$ cat src/rtl/softmax_ctrl_pkg.sv
// -----------------------------------------------------------------------------
// softmax_ctrl_pkg
// Shared definitions for the softmax job controller:
//   - state_e        : job sequencer states
//   - START_CODE_DEF : default GPIO byte that launches a job
//   - DST_BASE_DEF   : default first result word address in the output BRAM
//   - FRAC_W / Q_ONE : Q4.12 probability format of the result words
//                      (result word = {index[15:0], probability Q4.12})
// No ports (package).
// -----------------------------------------------------------------------------
package softmax_ctrl_pkg;

   typedef enum logic [1:0] {
      IDLE  = 2'd0,
      ISSUE = 2'd1,
      DRAIN = 2'd2,
      DONE  = 2'd3
   } state_e;

   localparam logic [7:0]  START_CODE_DEF = 8'hAA;
   localparam int unsigned DST_BASE_DEF   = 131072;

   localparam int unsigned FRAC_W = 12;
   localparam logic [15:0] Q_ONE  = 16'(1 << FRAC_W);

endpackage

$ cat src/rtl/softmax_start_detect.sv
// -----------------------------------------------------------------------------
// softmax_start_detect
// Turns a level GPIO code into a one-cycle start pulse. The pulse fires on the
// first cycle the code matches; holding the code does not retrigger, clearing
// it and writing it again does.
// Ports:
//   clk   : clock
//   rst_n : synchronous active-low reset (clears the match history)
//   code  : GPIO byte to decode
//   start : one-cycle start pulse (combinational from code and history)
// -----------------------------------------------------------------------------
module softmax_start_detect
   import softmax_ctrl_pkg::*;
#(
   parameter logic [7:0] START_CODE = START_CODE_DEF
) (
   input  logic       clk,
   input  logic       rst_n,
   input  logic [7:0] code,
   output logic       start
);

   logic match;
   logic prev_match;

   assign match = (code == START_CODE);
   assign start = match && !prev_match;

   always_ff @(posedge clk) begin
      if (!rst_n) begin
         prev_match <= 1'b0;
      end else begin
         prev_match <= match;
      end
   end

endmodule

$ cat src/rtl/softmax_job_ctrl.sv
// -----------------------------------------------------------------------------
// softmax_job_ctrl
// Sequences one softmax job over the output BRAM. A GPIO start code launches
// the job, which is split into ROWS row commands (source, destination, length)
// for the load/fetch engine. At most MAX_OUT commands are outstanding; row
// completions are counted and busy/done/error are reported back.
//
// Optional feature (macro SOFTMAX_JOB_CTRL_TIMEOUT_EN): a watchdog counts
// cycles while busy, cleared on every handshake and row completion. Reaching
// TMO_CYC aborts the job with error=1, done=0, busy=0.
//
// Ports:
//   aclk      : clock
//   rst_n     : synchronous active-low reset
//   gpio_io_o : GPIO word, only [7:0] decoded as the start code
//   cmd_valid : row command valid (registered, held until accepted)
//   cmd_ready : engine accepts the command
//   cmd_src   : row source word address (wraps modulo 2^ADDR_W)
//   cmd_dst   : row destination word address (wraps modulo 2^ADDR_W)
//   cmd_len   : words per row, constant ROW_LEN
//   row_done  : one-cycle pulse per completed row
//   busy      : job in progress
//   done      : job complete, sticky until the next start
//   error     : protocol error (or watchdog), sticky until the next start
//   rows_done : completed-row counter
// -----------------------------------------------------------------------------
module softmax_job_ctrl
   import softmax_ctrl_pkg::*;
#(
   parameter int unsigned ROWS       = 4800,
   parameter int unsigned ROW_LEN    = 10,
   parameter int unsigned ADDR_W     = 18,
   parameter int unsigned SRC_BASE   = 0,
   parameter int unsigned DST_BASE   = DST_BASE_DEF,
   parameter int unsigned MAX_OUT    = 2,
   parameter logic [7:0]  START_CODE = START_CODE_DEF
`ifdef SOFTMAX_JOB_CTRL_TIMEOUT_EN
   ,
   parameter int unsigned TMO_CYC    = 65535
`endif
) (
   input  logic              aclk,
   input  logic              rst_n,
   input  logic [31:0]       gpio_io_o,
   output logic              cmd_valid,
   input  logic              cmd_ready,
   output logic [ADDR_W-1:0] cmd_src,
   output logic [ADDR_W-1:0] cmd_dst,
   output logic [15:0]       cmd_len,
   input  logic              row_done,
   output logic              busy,
   output logic              done,
   output logic              error,
   output logic [15:0]       rows_done
);

   localparam int unsigned PROD_W    = ADDR_W + 16;
   localparam logic [15:0] ROWS_C    = 16'(ROWS);
   localparam logic [2:0]  MAX_OUT_C = 3'(MAX_OUT);

   state_e            state, state_n;
   logic [15:0]       issue_idx, idx_n;
   logic [15:0]       rows_n;
   logic [2:0]        outstanding, out_n;
   logic              busy_n, done_n, error_n, valid_n;
   logic              start, hs, counted;
   logic [PROD_W-1:0] src_full, dst_full;
   logic              unused_gpio;

   assign unused_gpio = ^gpio_io_o[31:8];
   assign cmd_len     = 16'(ROW_LEN);

   softmax_start_detect #(
      .START_CODE (START_CODE)
   ) u_start_detect (
      .clk   (aclk),
      .rst_n (rst_n),
      .code  (gpio_io_o[7:0]),
      .start (start)
   );

   assign hs = cmd_valid && cmd_ready;
   // A completion is only legal against an outstanding command; one that
   // coincides with a handshake pairs with the command just accepted.
   assign counted = row_done && ((outstanding != 3'd0) || hs);

   // Addresses follow the index the command register will hold next cycle.
   assign src_full = PROD_W'(SRC_BASE) + PROD_W'(idx_n) * PROD_W'(ROW_LEN);
   assign dst_full = PROD_W'(DST_BASE) + PROD_W'(idx_n) * PROD_W'(ROW_LEN);

`ifdef SOFTMAX_JOB_CTRL_TIMEOUT_EN
   logic [31:0] wd, wd_n;
`endif

   always_comb begin
      state_n = state;
      idx_n   = issue_idx;
      out_n   = outstanding;
      rows_n  = rows_done;
      busy_n  = busy;
      done_n  = done;
      error_n = error;
      case (state)
         ISSUE, DRAIN: begin
            if (hs) idx_n = issue_idx + 16'd1;
            if (counted) rows_n = rows_done + 16'd1;
            else if (row_done) error_n = 1'b1;
            out_n = outstanding + {2'b00, hs} - {2'b00, counted};
            if (idx_n == ROWS_C) begin
               // The last completion may land in the same cycle as the last
               // handshake, so the finish check covers both states.
               if (rows_n == ROWS_C) begin
                  state_n = DONE;
                  busy_n  = 1'b0;
                  done_n  = 1'b1;
               end else begin
                  state_n = DRAIN;
               end
            end
         end
         default: begin
            if (start) begin
               state_n = ISSUE;
               idx_n   = 16'd0;
               rows_n  = 16'd0;
               out_n   = 3'd0;
               busy_n  = 1'b1;
               done_n  = 1'b0;
               error_n = 1'b0;
            end
         end
      endcase
`ifdef SOFTMAX_JOB_CTRL_TIMEOUT_EN
      if (!busy || hs || row_done) wd_n = 32'd0;
      else wd_n = wd + 32'd1;
      if (busy && (wd_n == TMO_CYC)) begin
         state_n = DONE;
         busy_n  = 1'b0;
         done_n  = 1'b0;
         error_n = 1'b1;
         wd_n    = 32'd0;
      end
`endif
      // Once raised, the terms below cannot fall without a handshake
      // (outstanding only shrinks), so the command is never retracted.
      valid_n = (state_n == ISSUE) && (idx_n < ROWS_C) && (out_n < MAX_OUT_C);
   end

   always_ff @(posedge aclk) begin
      if (!rst_n) begin
         state       <= IDLE;
         issue_idx   <= 16'd0;
         outstanding <= 3'd0;
         rows_done   <= 16'd0;
         busy        <= 1'b0;
         done        <= 1'b0;
         error       <= 1'b0;
         cmd_valid   <= 1'b0;
         cmd_src     <= '0;
         cmd_dst     <= '0;
`ifdef SOFTMAX_JOB_CTRL_TIMEOUT_EN
         wd          <= 32'd0;
`endif
      end else begin
         state       <= state_n;
         issue_idx   <= idx_n;
         outstanding <= out_n;
         rows_done   <= rows_n;
         busy        <= busy_n;
         done        <= done_n;
         error       <= error_n;
         cmd_valid   <= valid_n;
         if (state_n == ISSUE) begin
            cmd_src <= src_full[ADDR_W-1:0];
            cmd_dst <= dst_full[ADDR_W-1:0];
         end
`ifdef SOFTMAX_JOB_CTRL_TIMEOUT_EN
         wd          <= wd_n;
`endif
      end
   end

endmodule

$ cat config.mk
export PLATFORM = sky130hd
export DESIGN_NAME = softmax_job_ctrl
export DESIGN_NICKNAME = d
export VERILOG_FILES = /design/src/rtl/softmax_ctrl_pkg.sv /design/src/rtl/softmax_start_detect.sv /design/src/rtl/softmax_job_ctrl.sv
export SDC_FILE = /design/constraint.sdc
export NUM_CORES = 1
export LEC_CHECK = 0
export CORE_ASPECT_RATIO = 1.2
export CORE_MARGIN = 2
export CORE_UTILIZATION = 47
export CTS_CLUSTER_SIZE = 10
export DETAILED_ROUTE_END_ITERATION = 8
export GPL_TIMING_DRIVEN = 0
export PLACE_DENSITY = 0.78
export SLEW_MARGIN = 10
export SYNTH_ARGS = -nofsm -noshare
export SYNTH_HDL_FRONTEND = slang
export SYNTH_SLANG_ARGS = --single-unit
$ cat constraint.sdc
create_clock -name aclk -period 3.7 [get_ports aclk]
set_input_delay 0.37 -clock aclk [delete_from_list [all_inputs] [get_ports aclk]]
set_output_delay 0.37 -clock aclk [all_outputs]
set_load 0.05 [all_outputs]
==> results.md, run 1 <==
- Outcome: complete, no violations
- Worst slew margin: 0.300
- Vias in the first global route: slightly below 5000
- Hold/Removal Path Class: in -> reg
- Final setup viols: 0
- Ant diodes: 0
- Fin nets: around 790
- Hold slack final: 406 ps
- XOR/XNOR share of the synthesized area: 0.0423
- Synth Area in Compound Gates: 0.250
- Main area contributors after synthesis: dfxtp_1, ha_1, buf_4
- Die Y-Extent: 114 um
- Residual DRC count: 0
- Max clock buf depth: 2
- LEAKAGE: ~2.6 nW
- Mux contribution to synthesized area: 0.00657
- Minimum clock period: 3650 ps
- Cell area after layout: 6490 um2
- Crit path arrival time: just under 4000 ps
- PortBufs: 64
- Cell taking the most area after synthesis: dfxtp_1
- Cells after DPL: 809
- Placed inst area: approximately 5600 um2
- First-pass GRT wire length: between 20 and 25 mm
- Number of synthesized flops with an enable pin: 0
- Crit path max fanout: 4
- Unrepaired setup endpoints after global routing: true
- Vias: ~5200
- Hold_buf cts: 0
- Die area: 10900 um2
- Worst-Margin Slew: between 1000 and 1500 ps
- Mean area per synthesized cell: between 7 and 8 um2
- Peak supply drop: approximately 0.19 mV
- Final Non-Filler Cells: 849
- Max-Cap Viols: 0
- Worst skew pair latency: around 340 ps
- Main combinational cell family by area after synthesis: simple AND/OR/NAND/NOR gates
- Routed wire per std cell: around 18 um
- Count of final hold-check violations: 0
- I/O pins: 108
- Adder-Cell Fraction of Synth Area: 0.0820
- DR vias/cell: a little over 6
- Req. time, crit path: 3930 ps
- Std-Cell Rows: 40
- Fin Clk Skew: approximately 5.1 ps
- Flops & latches, synth: 60
- Layout cells sized above 1: 0.221
- Drt first pass iters: 7
- Final-report max-slew violation count: 0
- Drt total wl: 15.0 mm
- Clock sink total: 60
- CTS buffer count: 9
- Total gr overflow: 0
- Yosys cell types: 79
- Initial Util: 0.478
- Post-synthesis simple-gate area fraction: 0.263
- Register area share after synthesis: 0.252
- Startpoint Class: input port
- Pwr dens: 238 nW/um2
- Area Overhead vs Synth: 36.4%
- Post-DP HPWL: slightly above 10 mm
- Mapped Cells: 603
- Top FF cell, synth: dfxtp_1
- Crit share post-route: 0.986
- Initial antenna violation count: 0
- Synth top area share: 0.252
- Crit. End Element: register
- FMAX: between 0.2 and 0.3 GHz
- Die Width: 95.9 um
- Commonest cells after routing, fill and taps aside: clkdlybuf4s50_1, buf_4, dfxtp_1, nor2_1, a21oi_1
- Syn. warnings: 0
- Largest net degree at the start of global routing: 11
- Ys async rst share: 0
- CTS H-tree lvls: 3
- CTS tree: done
- Most common cell after layout, fill and taps aside: clkdlybuf4s50_1
- DR iter-0 viols: about 420
- Cell area after synthesis: roughly 4800 um2
- Crit path kind: in -> reg
- CTS Root Cell: clkbuf_16
- Routability-driven placement congestion ratio: about 1
- Core Region: between 9000 and 10000 um2
- Tot GR Track Use: 0.272
- Clock-pin slew on the worst setup and hold paths: approximately 50 ps
- Antenna-violating nets left: 0
## final timing paths
kind | startpoint | endpoint | slack, ps | cells after the start
setup / recovery | gpio_io_o[0] | cmd_dst[17] | 50 | 16
hold / removal | gpio_io_o[3] | u_start_detect.prev_match | 410 | 3
setup reg to reg | state[0] | cmd_dst[17] | 90 | 13
hold reg to reg | done | done | 470 | 2
## repair_timing
action,in CTS,in global routing
setup buffers,18,9
resized for setup,43,45
setup endpoints to repair,15,10
pin swaps,15,20
## kinds of logic (layout without fill, tap and decap cells)
kind of cell,after synthesis,count (layout)
AOI/OAI and AO/OA,176,176
adders and majority gates,30,30
DFF,60,60
buffers and inverters,88,192
muxes,3,3
and+or+nand+nor,221,221
other,2,18
xor gates and xnor gates,23,23
## state kept, by name, indices dropped and copies added (netlist names)
signal / count
busy: 1
cmd_dst: 1
cmd_src: 17
cmd_valid: 1
done: 1
error: 1
issue_idx: 16
outstanding: 3
rows_done: 16
state: 2
u_start_detect.prev_match: 1
## area by class of cell
cell class | count | area, um2
tap | 126 | 158
buffer | 70 | 442
inverter | 16 | 60.1
clock buffer | 11 | 253
sequential | 60 | 1220
fill | 831 | 3470
timing repair buffer | 91 | 858
clock inverter | 4 | 25.0
multi-input combinational | 471 | 3480
## routing by layer
layer  global-route usage  wire (um)  vias up
met5                    0          0        -
met4                0.183        741        0
met3               0.0369        815       61
met2                0.461       7680      229
met1                0.312       5760     2431
li1                     -          -     2435
## stage by stage
| step | setup TNS (ps) | power [mW] | utilization | setup WS [ps] |
|---|---|---|---|---|
| 4_1_cts | 0 | 1.55 | 0.626 | 9.19 |
| 2_1_floorplan | 0 | 0.735 | - | 53.9 |
| 3_5_place_dp | -13250 | 0.758 | 0.564 | -1280 |
| 6_report | 0 | 1.54 | 0.652 | 51.3 |
| 3_3_place_gp | -13570 | 0.757 | 0.564 | -1320 |
| 5_1_grt | -174 | 1.58 | 0.652 | -92.9 |
## power breakdown
part | leakage [nW] | switching, mW | total, mW | internal (mW)
Clock | 0.133 | 0.311 | 0.793 | 0.483
Sequential | 0.487 | 0.000731 | 0.646 | 0.645
Combinational | 1.96 | 0.0731 | 0.106 | 0.0328
Total | 2.58 | 0.385 | 1.54 | 1.16
## critical path: stages
cell and delay [ps]:
clkdlybuf4s50_1 410, nand4bb_4 270, buf_4 170, o31a_4 310, o21ai_1 150, o41a_1 250
inv_1 100, xnor2_1 130, ha_1 330, or2_2 140, o31a_1 170, nand3_1 130
a311oi_2 340, o21ai_1 140, and3_1 180, o311a_1 280
## cell usage after synthesis (3+ instances only)
cell,count
dfxtp_1,60
o21ai_0,46
a21oi_1,44
nor2_1,42
nand2_1,39
buf_4,34
ha_1,28
clkbuf_1,26
nand3_1,25
nor3_1,25
xnor2_1,17
inv_1,16
and2_1,15
and3_1,14
o31ai_1,13
a31oi_1,11
nand4_1,11
buf_2,7
nor4_1,7
a41oi_1,6
xor2_1,6
a211oi_1,5
a311oi_1,5
nand4b_1,5
o211a_1,5
a22o_1,4
and4_1,4
nand2b_1,4
or3_1,4
a21o_1,3
a22oi_1,3
nand4bb_1,3
o31a_1,3
or2_2,3
(Power assumes the default switching activity.)
==> run 2: changes to the inputs <==
- TNS_END_PERCENT: not set -> 10
==> results.md, run 2 (same netlist as run 1, synthesis figures left out) <==
- Outcome: complete, no violations
- Antenna-violating nets left: 0
- CTS tree: done
- Slowest CP cell: clkdlybuf4s50_1
- Largest net degree at the start of global routing: 11
- Ant diodes: 0
- Largest registers: cmd_src (17), issue_idx (16), rows_done (16)
- Minimum clock period: 3640 ps
- Min-delay src: row_done
- Biggest register: cmd_src
- Final Non-Filler Cells: between 800 and 900
- Worst slew margin: 0.294
- Worst Path Buf+Inv: 3
- Clock sink total: 60
- Req. time, crit path: ~3900 ps
- Die Y-Extent: between 100 and 150 um
- Crit. End Element: register
- Hold/Removal Path Class: in -> reg
- Most common cell after layout, fill and taps aside: clkdlybuf4s50_1
- Drt first pass iters: 5
- CTS buffer count: 9
- Pwr dens: 237 nW/um2
- Vias in the first global route: around 4800
- Initial antenna violation count: 0
- Max clock buf depth: 2
- Worst-Margin Slew: between 1000 and 1500 ps
- Post-DP HPWL: 10.2 mm
- Fin nets: about 790
- DR iter-0 viols: a little under 400
- DR vias/cell: 6.03
- PortBufs: 64
- First-pass GRT wire length: ~23 mm
- Core Region: between 9000 and 10000 um2
- Max-Cap Viols: 0
- Initial Util: 0.478
- Reg2Reg Depth: 13
- Area Overhead vs Synth: 36.7%
- Crit path arrival time: 3860 ps
- Startpoint Class: input port
- Crit path kind: in -> reg
- Total gr overflow: 0
- Tot GR Track Use: 0.273
- Max reg flops: 17
- Routed wire per std cell: approximately 18 um
- FMAX: around 0.27 GHz
- LEAKAGE: roughly 2.6 nW
- Crit share post-route: 0.984
- Cells after DPL: around 800
- Final setup viols: 0
- Clock-pin slew on the worst setup and hold paths: around 50 ps
- Commonest cells after routing, fill and taps aside: clkdlybuf4s50_1, buf_4, dfxtp_1, nor2_1, a21oi_1
- Count of final hold-check violations: 0
- Worst skew pair latency: 340 ps
- R2R Path Start: state[0]
- Routability-driven placement congestion ratio: approximately 0.97
- I/O pins: 108
- Max incr delay on CP: about 410 ps
- Std-Cell Rows: 40
- Residual DRC count: 0
- Hold Path End: error
- Hold slack final: between 400 and 500 ps
- Die area: 10900 um2
- Critical Path, Cell by Cell: clkdlybuf4s50_1 -> nand4bb_4 -> o31ai_4 -> clkbuf_8 -> buf_4 -> nand2_1 -> nand2_2 -> o31ai_4 -> ha_4 -> ha_4 -> o21ai_1 -> o21ai_1 -> nand3_1 -> a311oi_2 -> o21ai_1 -> and3_1 -> o311a_1
- Final-report max-slew violation count: 0
- Layout cells sized above 1: 0.223
- Fin Clk Skew: roughly 4.6 ps
- CTS Root Cell: clkbuf_16
- Crit Reg-Reg Endpoint: cmd_dst[17]
- Vias: between 5000 and 6000
- Drt total wl: around 15 mm
- Worst path top cell family by delay: compound AO/OA/AOI/OAI gates
- Die Width: ~96 um
- CP dominant cell by count: o21ai_1
- Unrepaired setup endpoints after global routing: true
- R2R setup slack: approximately 80 ps
- Crit path max fanout: 5
- Peak supply drop: approximately 0.19 mV
- Cell depth of the worst min-delay path: 3
- CTS H-tree lvls: 3
-- run 2: area by class of cell --
cell class	count	area (um2)
buffer	70	440
clock buffer	11	253
clock inverter	4	25.0
sequential	60	1220
inverter	16	60.1
timing repair buffer	91	855
multi-input combinational	471	3500
tap	126	158
fill	831	3460
-- run 2: power by group --
group          switching, mW  leakage [nW]  internal (mW)
logic                 0.0724          1.96         0.0326
registers           0.000751         0.487          0.645
clock network          0.309         0.133          0.483
-- run 2: per-stage QoR --
step	TNS [ps]	power [mW]	utilization	setup slack [ps]	cell area (um2)
3_3_place_gp	-13570	0.757	0.564	-1320	5620
6_report	0	1.54	0.653	60.6	6500
4_1_cts	-11.0	1.55	0.626	-11.0	6230
2_1_floorplan	0	0.735	-	53.9	4820
3_5_place_dp	-13250	0.758	0.564	-1280	5620
5_1_grt	-171	1.58	0.653	-80.0	6500
-- run 2: worst min-delay path, delay by kind of cell --
kind / cells / cell delay, ps
buffers and inverters: 1 / 170
and+or+nand+nor: 1 / 120
AOI/OAI and AO/OA: 1 / 70
-- run 2: what timing repair did --
item / CTS / global route
setup buffers: 17 / 10
hold buffers: 0 / 0
endpoints found under the hold margin: 0 / 0
setup endpoints to repair: 15 / 10
pin swaps: 15 / 23
gates cloned: 0 / 0
gates resized for setup: 43 / 45
-- run 2: worst max-delay path by stage --
stage / slack (ps) / endpoint / from / cells after the start
2_1_floorplan: 50 / cmd_dst[17] / state[1] / 14
3_3_place_gp: -1320 / cmd_src[16] / gpio_io_o[0] / 16
3_5_place_dp: -1280 / cmd_src[16] / gpio_io_o[0] / 16
4_1_cts: -10 / cmd_src[16] / gpio_io_o[7] / 18
5_1_grt: -80 / cmd_dst[17] / gpio_io_o[0] / 17
6_report: 60 / cmd_dst[17] / gpio_io_o[0] / 17
-- run 2: layer usage --
| layer | wire length (um) | GRT usage |
|---|---|---|
| met5 | 0 | 0 |
| met3 | 797 | 0.0415 |
| met1 | 5760 | 0.309 |
| met2 | 7670 | 0.459 |
| met4 | 820 | 0.194 |
==> run 3: changes to the inputs <==
- CORE_MARGIN: 2 -> 4
==> results.md, run 3 (same netlist as run 1, synthesis figures left out) <==
- Routability-driven placement congestion ratio: approximately 0.95
- Biggest register: cmd_src
- Crit path kind: in -> reg
- PortBufs: 64
- CTS buffer count: 9
- Setup TNS: 0 ps
- R2R setup slack: 90 ps
- Core Region: ~9700 um2
- Routed wire per std cell: about 18 um
- Crit. End Element: register
- Final-report max-slew violation count: 0
- Cell depth of the worst min-delay path: 3
- Max-Cap Viols: 0
- Die Width: around 100 um
- Layout cells sized above 1: 0.221
- Max clock buf depth: 2
- Largest net degree at the start of global routing: 11
- Fillers: 793
- Worst skew pair latency: between 300 and 400 ps
- Std-Cell Rows: 39
- Post-DP HPWL: about 11 mm
- Max reg flops: 17
- Vias: roughly 5100
- Most common cell after layout, fill and taps aside: clkdlybuf4s50_1
- Final Non-Filler Cells: 843
- Req. time, crit path: around 3900 ps
- Grt met1 use: 0.282
- Initial antenna violation count: 0
- CTS H-tree lvls: 3
- Antenna-violating nets left: 0
- Area Overhead vs Synth: 37.2%
- LEAKAGE: roughly 2.6 nW
- Worst slew margin: 0.337
- Drt total wl: 15.0 mm
- Met2 usage: 0.428
- CTS Root Cell: clkbuf_16
- Area of the multi-input gates: 3500 um2
- Grt peak-use layer: met2
- Final setup viols: 0
- Cells after DPL: 806
- Minimum clock period: 3610 ps
- DR iter-0 viols: roughly 460
- Unrepaired setup endpoints after global routing: true
- Commonest cells after routing, fill and taps aside: clkdlybuf4s50_1, buf_4, dfxtp_1, a21oi_1, nor2_1
- Fin nets: between 700 and 800
- Fin Clk Skew: around 9.4 ps
- Pwr dens: approximately 260 nW/um2
- CTS tree: done
- Reg2Reg Depth: 17
- Die Y-Extent: 118 um
- Drt first pass iters: 5
- Crit share post-route: 0.976
- GR Util met3: 0.0377
- Count of final hold-check violations: 0
- Worst-Margin Slew: just under 1000 ps
- Initial Util: 0.490
- Outcome: complete, no violations
- DR vias/cell: between 6 and 7
- Tot Pwr: about 1.7 mW
- Residual DRC count: 0
- Vias in the first global route: ~4800
- Crit path arrival time: roughly 3800 ps
- Tot GR Track Use: 0.245
- First-pass GRT wire length: ~24 mm
- Storage element area: 1210 um2
- Startpoint Class: input port
- Clock sink total: 60
- Clock-pin slew on the worst setup and hold paths: ~60 ps
- Die area: 11800 um2
- I/O pins: roughly 110
- Ant diodes: 0
- Crit path max fanout: 7
- Largest registers: cmd_src (17), issue_idx (16), rows_done (16)
- FMAX: 0.277 GHz
- Layout Utilization: 0.672
- Total gr overflow: 0
- Peak supply drop: roughly 0.22 mV
- Hold/Removal Path Class: in -> reg
==> run 3: changes by cell type in the layout (fill, tap and decap cells not counted), moves of 2 or more <==
cell	delta
buf_4	-4
o21ai_2	+4
nor4_2	-3
o21ai_1	-3
bufinv_16	+2
clkinv_2	-2
nor4_1	+2
==> run 3: repair_timing <==
item	CTS	global route
endpoints found under the setup margin	15	9
cloned	0	0
pin swaps	11	27
setup buffers	13	10
gates resized for setup	40	50
hold buffers	0	0
==> run 3: worst paths after layout <==
path	start	to
setup / recovery	gpio_io_o[0]	cmd_dst[17]
hold / removal	gpio_io_o[1]	u_start_detect.prev_match
setup reg to reg	issue_idx[1]	cmd_dst[17]
hold reg to reg	done	done
==> run 3: cell type report <==
cell class / instances / share of cell area
multi-input combinational: 471 / 0.537
sequential: 60 / 0.186
timing repair buffer: 87 / 0.126
buffer: 70 / 0.0673
clock buffer: 13 / 0.0414
tap: 123 / 0.0236
clock inverter: 3 / 0.0104
inverter: 16 / 0.00920
==> run 3: worst max-delay path: stages <==
cell,delay [ps]
clkdlybuf4s50_1,400
nand4bb_4,270
o31ai_4,340
buf_8,170
o21ai_2,50
a22o_1,310
buf_6,150
ha_4,210
ha_4,270
o21ai_2,70
o21ai_2,180
nand3_2,140
a311oi_2,320
o21ai_1,130
and3_1,170
o311a_1,280
==> run 3: layer usage <==
| metal | wire length, um | vias up |
|---|---|---|
| met5 | 0 | - |
| met4 | 572 | 0 |
| met3 | 750 | 48 |
| met2 | 7860 | 194 |
| met1 | 5800 | 2460 |
| li1 | - | 2412 |
==> run 3: report_power, final <==
| part | internal (mW) | switching, mW |
|---|---|---|
| Sequential | 0.646 | 0.000702 |
| Combinational | 0.0322 | 0.0730 |
| Clock | 0.645 | 0.311 |
==> run 3: stage by stage <==
| stage | setup WS, ps | hold WS [ps] | instance area, um2 |
|---|---|---|---|
| floorplan | 53.9 | 566 | 4820 |
| global placement | -1290 | 458 | 5610 |
| detailed placement | -1350 | 463 | 5610 |
| CTS | -0.443 | 465 | 6240 |
| global route | -153 | 441 | 6530 |
| finish | 90.0 | 423 | 6530 |
